===== config.mk =====
export PLATFORM = sky130hd
export DESIGN_NAME = uart_tx_trigger
export DESIGN_NICKNAME = d
export VERILOG_FILES = /design/src/rtl/uart_pkg.sv /design/src/rtl/uart_baud_tick.sv /design/src/rtl/uart_tx_trigger.sv
export SDC_FILE = /design/constraint.sdc
export NUM_CORES = 1
export LEC_CHECK = 0
export CORE_ASPECT_RATIO = 0.6
export CORE_UTILIZATION = 25
export DETAILED_ROUTE_END_ITERATION = 10
export GPL_TIMING_DRIVEN = 0
export SLEW_MARGIN = 20
export SYNTH_ARGS = -nofsm -noshare
export SYNTH_HDL_FRONTEND = slang
export SYNTH_SLANG_ARGS = --single-unit

===== constraint.sdc =====
create_clock -name clk -period 3.55 [get_ports clk]
set_input_delay 1.065 -clock clk [delete_from_list [all_inputs] [get_ports clk]]
set_output_delay 1.065 -clock clk [all_outputs]
set_load 0.01 [all_outputs]

===== src/rtl/uart_pkg.sv =====
// rtl/uart_pkg.sv - shared types and constants for the button-triggered UART transmitter
package uart_pkg;

  // Frame sequencer states; PARITY is skipped when no parity bit is configured
  typedef enum logic [2:0] {
    ST_IDLE,
    ST_START,
    ST_DATA,
    ST_PARITY,
    ST_STOP
  } state_t;

  // Parity selection codes for the PARITY parameter
  localparam int PAR_NONE = 0;
  localparam int PAR_EVEN = 1;
  localparam int PAR_ODD  = 2;

  // Whole clk cycles per serial bit; the remainder of the division is dropped
  function automatic int clks_per_bit(input int clk_freq, input int baud);
    return clk_freq / baud;
  endfunction

endpackage


===== src/rtl/uart_baud_tick.sv =====
// rtl/uart_baud_tick.sv - bit-period counter emitting a one-clk tick every CLKS_PER_BIT cycles
module uart_baud_tick #(
  parameter int CLKS_PER_BIT = 16
) (
  input  logic clk,
  input  logic rst,
  input  logic clear,
  output logic tick
);

  localparam int CW = (CLKS_PER_BIT > 1) ? $clog2(CLKS_PER_BIT) : 1;
  localparam logic [CW-1:0] LAST = CW'(CLKS_PER_BIT - 1);

  logic [CW-1:0] cnt;

  // Count 0..CLKS_PER_BIT-1; clear restarts the period so a new frame's start bit is full length
  always_ff @(posedge clk or negedge rst) begin
    if (!rst) begin
      cnt <= '0;
    end else if (clear || cnt == LAST) begin
      cnt <= '0;
    end else begin
      cnt <= cnt + 1'b1;
    end
  end

  // Tick marks the last cycle of a bit period, so the FSM advances on the wrap edge
  assign tick = (cnt == LAST);

endmodule


===== src/rtl/uart_tx_trigger.sv =====
// rtl/uart_tx_trigger.sv - one frame per button press UART transmitter with re-arm guard
module uart_tx_trigger
  import uart_pkg::*;
#(
  parameter int CLK_FREQ  = 50000000,
  parameter int BAUD      = 9600,
  parameter int DATA_BITS = 8,
  parameter int PARITY    = 0,
  parameter int STOP_BITS = 1
) (
  input  logic                 clk,
  input  logic                 rst,
  input  logic                 start,
  input  logic [DATA_BITS-1:0] data_in,
  output logic                 tx,
  output logic                 busy,
  output logic                 done
);

  localparam int CLKS_PER_BIT = clks_per_bit(CLK_FREQ, BAUD);
  localparam logic [2:0] LAST_DATA = 3'(DATA_BITS - 1);
  localparam logic [2:0] LAST_STOP = 3'(STOP_BITS - 1);

  state_t               state;
  logic                 armed;
  logic [2:0]           bit_cnt;
  logic [DATA_BITS-1:0] shift_reg;
  logic                 parity_reg;
  logic                 tick;
  logic                 accept;
  logic                 parity_calc;

  // A request is taken only when idle and the button has been released since the last frame
  assign accept = (state == ST_IDLE) && start && armed;

  // Parity over the payload being latched, inverted for odd parity
  assign parity_calc = (PARITY == PAR_ODD) ? ~(^data_in) : (^data_in);

  uart_baud_tick #(
    .CLKS_PER_BIT(CLKS_PER_BIT)
  ) u_baud (
    .clk  (clk),
    .rst  (rst),
    .clear(accept),
    .tick (tick)
  );

  // Frame sequencer with registered line, busy and done outputs
  always_ff @(posedge clk or negedge rst) begin
    if (!rst) begin
      state      <= ST_IDLE;
      armed      <= 1'b1;
      bit_cnt    <= '0;
      shift_reg  <= '0;
      parity_reg <= 1'b0;
      tx         <= 1'b1;
      busy       <= 1'b0;
      done       <= 1'b0;
    end else begin
      done <= 1'b0;
      if (!start) begin
        armed <= 1'b1;
      end
      case (state)
        ST_IDLE: begin
          if (accept) begin
            shift_reg  <= data_in;
            parity_reg <= parity_calc;
            armed      <= 1'b0;
            bit_cnt    <= '0;
            tx         <= 1'b0;
            busy       <= 1'b1;
            state      <= ST_START;
          end
        end
        ST_START: begin
          if (tick) begin
            tx        <= shift_reg[0];
            shift_reg <= shift_reg >> 1;
            bit_cnt   <= '0;
            state     <= ST_DATA;
          end
        end
        ST_DATA: begin
          if (tick) begin
            if (bit_cnt == LAST_DATA) begin
              bit_cnt <= '0;
              if (PARITY != PAR_NONE) begin
                tx    <= parity_reg;
                state <= ST_PARITY;
              end else begin
                tx    <= 1'b1;
                state <= ST_STOP;
              end
            end else begin
              tx        <= shift_reg[0];
              shift_reg <= shift_reg >> 1;
              bit_cnt   <= bit_cnt + 3'd1;
            end
          end
        end
        ST_PARITY: begin
          if (tick) begin
            tx      <= 1'b1;
            bit_cnt <= '0;
            state   <= ST_STOP;
          end
        end
        ST_STOP: begin
          if (tick) begin
            if (bit_cnt == LAST_STOP) begin
              busy  <= 1'b0;
              done  <= 1'b1;
              state <= ST_IDLE;
            end else begin
              bit_cnt <= bit_cnt + 3'd1;
            end
          end
        end
        default: begin
          tx    <= 1'b1;
          busy  <= 1'b0;
          state <= ST_IDLE;
        end
      endcase
    end
  end

endmodule


==> qor.csv <==
stage,metric,value,unit
die,core_area,6140,sq um
logic_synthesis,postSynth.asyncResetShare,100,%
die,start_util,26.1,%
die,io_pins,14,
sta,rsz0062_at_grt,false,
worst_hold_path,hold_class,flop to flop,
global_routing,antenna_found_initial,0,
critical_path,worstPathCellList,clkdlybuf4s50_1,
clock_tree,h-tree-depth,2,
drt,drc,0,
sta,whs,0.477,ns
logic_synthesis,synthTopCellsByCount,"29 x dfrtp_1, 21 x nor2_1, 10 x nand2_1, 10 x or3_1",
power,pwr_density_cell,547,nW/um^2
die,die_w,105,um
sta,hold_viol_final,0,
logic_synthesis,synth_edf_count,0,
logic_synthesis,netlist.area_leader.share,45.3,%
sta,min_period,2.45,ns
logic_synthesis,synth.avg_cell_area,10.5,sq um
clock_tree,postCtsSetupBuffers,0,
sta,finClkSkew,0.0102,ns
sta,slew_headroom,53.5,%
critical_path,crit_buf_inv,1,
sta,tns,0,ns
final_layout,drive_above_1_share,13.9,%
logic_synthesis,post-synth-top-count-cell,dfrtp_1,
drt,drtAntennaViolNets,0,
sta,fmax,0.408,GHz
critical_path,crit_type,flop to output pin,
critical_path,critPathLaunchType,flop,
die,die_y,64.0,um
logic_synthesis,ys_ff_latch,31,
drt,drt_pre_antenna_iters,4,
placed_design,hpwl,2.26,mm
final_layout,area_delta_synth_final,21.7,%
clock_tree,numCtsBuffers,5,
final_layout,largest_register_ffs,13,
clock_tree,cts_tree,yes,
sta,tightest_slew,0.698,ns
placed_design,gp_congestion,0.737,
clock_tree,cts_resized,0,
clock_tree,clock_latency,0.30,ns
logic_synthesis,yosysWarnings,0,
status,status,finished clean,
critical_path,path_delay_family,flip-flops,
clock_tree,cts.sinks,31,
die,dieArea,6740,sq um
clock_tree,clkSlewWorstSetupHoldPaths,0.08,ns
clock_tree,postCtsHoldBufs,0,
job,maxCapViolations,0,
global_routing,grt_remaining_overflow,0,
critical_path,critical_path_peak_fanout,3,
placed_design,port_buffers,13,
logic_synthesis,synth_area_leaders,"dfrtp_1 45%, nor2_1 4.9%, o221a_1 4.9%",
global_routing,grt_pass1_wl,5.84,mm
logic_synthesis,synthXorXnorAreaFrac,7.66,%
critical_path,endpoint_kind,output pin,
final_layout,nets,187,
sta,finalCritPeriodShare,69.0,%
clock_tree,clockBufferDepth,2,
drt,vias,1174,
critical_path,critical_path_required,2.48,ns
drt,wl,3.29,mm
global_routing,grtUsageTotal,11.5,%
logic_synthesis,syn-cell-area,1600,sq um
logic_synthesis,synth.yosys.seq_area_share,48.6,%
logic_synthesis,synth_compound_area_share,12.2,%
logic_synthesis,muxShareOfSynthArea,2.74,%
clock_tree,root_buffer,clkbuf_8,
drt,drt_iter0_drc,49,
logic_synthesis,synth_ff_type,dfrtp_1,
logic_synthesis,post_synth_inst_count,152,
drt,viasPerCell,4.57,
final_layout,diodes,0,
critical_path,slowest_delay,0.56,ns
logic_synthesis,synth_top_family_by_area,simple AND/OR/NAND/NOR gates,
sta,drv_slew,0,
die,rows,22,
logic_synthesis,synth_fa_ha_area_share,3.13,%
global_routing,grt_pass1_vias,1142,
power,ir_drop,0.000240,V
critical_path,slowest_stage,dfstp_2,
critical_path,crit_arrival,1.38,ns
global_routing,grt_max_degree,32,
logic_synthesis,synthSimpleGateAreaFrac,22.7,%
logic_synthesis,synth_nets,167,
sta,setup_viol,0,
logic_synthesis,ys_types,40,
logic_synthesis,yosysTopAreaCell,dfrtp_1,
drt,routedWlPerCell,12.8,um
power,leakagePower,0.791,nW
## layout by cell type (no fill, tap or decap), types with 2 or more instances in the layout
cell type and instances:
dfrtp_1 29, nor2_1 21, clkdlybuf4s50_1 12, nand2_1 10, or3_1 10, xnor2_1 7, xor2_1 7, o221a_1 7
buf_2 6, clkbuf_8 6, nand3_1 5, inv_1 4, ha_1 4, nor3_1 3, clkbuf_1 2, and4_1 2
nor4b_2 2, nand4_1 2, nor4_1 2, nand2b_1 2, a211o_1 2, a21oi_1 2, mux2_1 2, o22ai_1 2
o21ai_0 2, dfstp_2 2
## layer usage
layer	GRT usage, %	share of wire, %	vias up
li1	-	-	583
met5	0	0	-
met2	14.6	37	17
met4	4.75	1.2	0
met1	17.3	57	569
met3	3.78	4.9	5
## worst register-to-register path, delay by kind of cell, from the launching register on
kind,cells,cell delay (ns)
and+or+nand+nor,2,0.45
DFF,1,0.38
AOI/OAI and AO/OA,1,0.42
adders and majority gates,1,0.24
muxes,1,0.38
## power breakdown
| group | switching (mW) | internal (mW) |
|---|---|---|
| Combinational | 0.0965 | 0.0986 |
| Clock | 0.148 | 0.227 |
| Sequential | 0.0641 | 0.432 |
| Total | 0.309 | 0.758 |
## stage by stage
step	setup slack (ns)	area, sq um	cells	power [mW]	utilization, %
floorplan	1.62	1600	152	0.636	-
global placement	0.788	1840	249	0.694	29.9
detailed placement	0.835	1830	249	0.698	29.8
CTS	1.09	1950	257	1.08	31.7
global route	0.987	1950	257	1.12	31.7
finish	1.10	1950	257	1.07	31.7
## worst paths after layout
check | endpoint | from | cells past startpoint | slack, ns
max | tx | tx | 1 | 1.10
min | u_baud.cnt[0] | u_baud.cnt[0] | 1 | 0.48
max reg2reg | bit_cnt[1] | u_baud.cnt[0] | 5 | 1.57
min reg2reg | u_baud.cnt[0] | u_baud.cnt[0] | 1 | 0.48
max in group asynchronous | u_baud.cnt[1] | rst | 1 | 2.28
min in group asynchronous | done | rst | 1 | 0.80
## layout make-up
type / instances / area [sq um]
Buffer: 7 / 32.5
Clock buffer: 6 / 82.6
Clock inverter: 2 / 35.0
Fill cell: 646 / 4190
Inverter: 4 / 15.0
Multi-Input combinational cell: 110 / 774
Sequential cell: 31 / 778
Tap cell: 84 / 105
Timing Repair Buffer: 13 / 125
## cell families after synthesis
logic type | count (synthesis)
muxes | 4
xor gates and xnor gates | 14
DFF | 31
adders and majority gates | 4
AOI/OAI and AO/OA | 22
buffers and inverters | 11
and+or+nand+nor | 66
(Power assumes the default switching activity.)
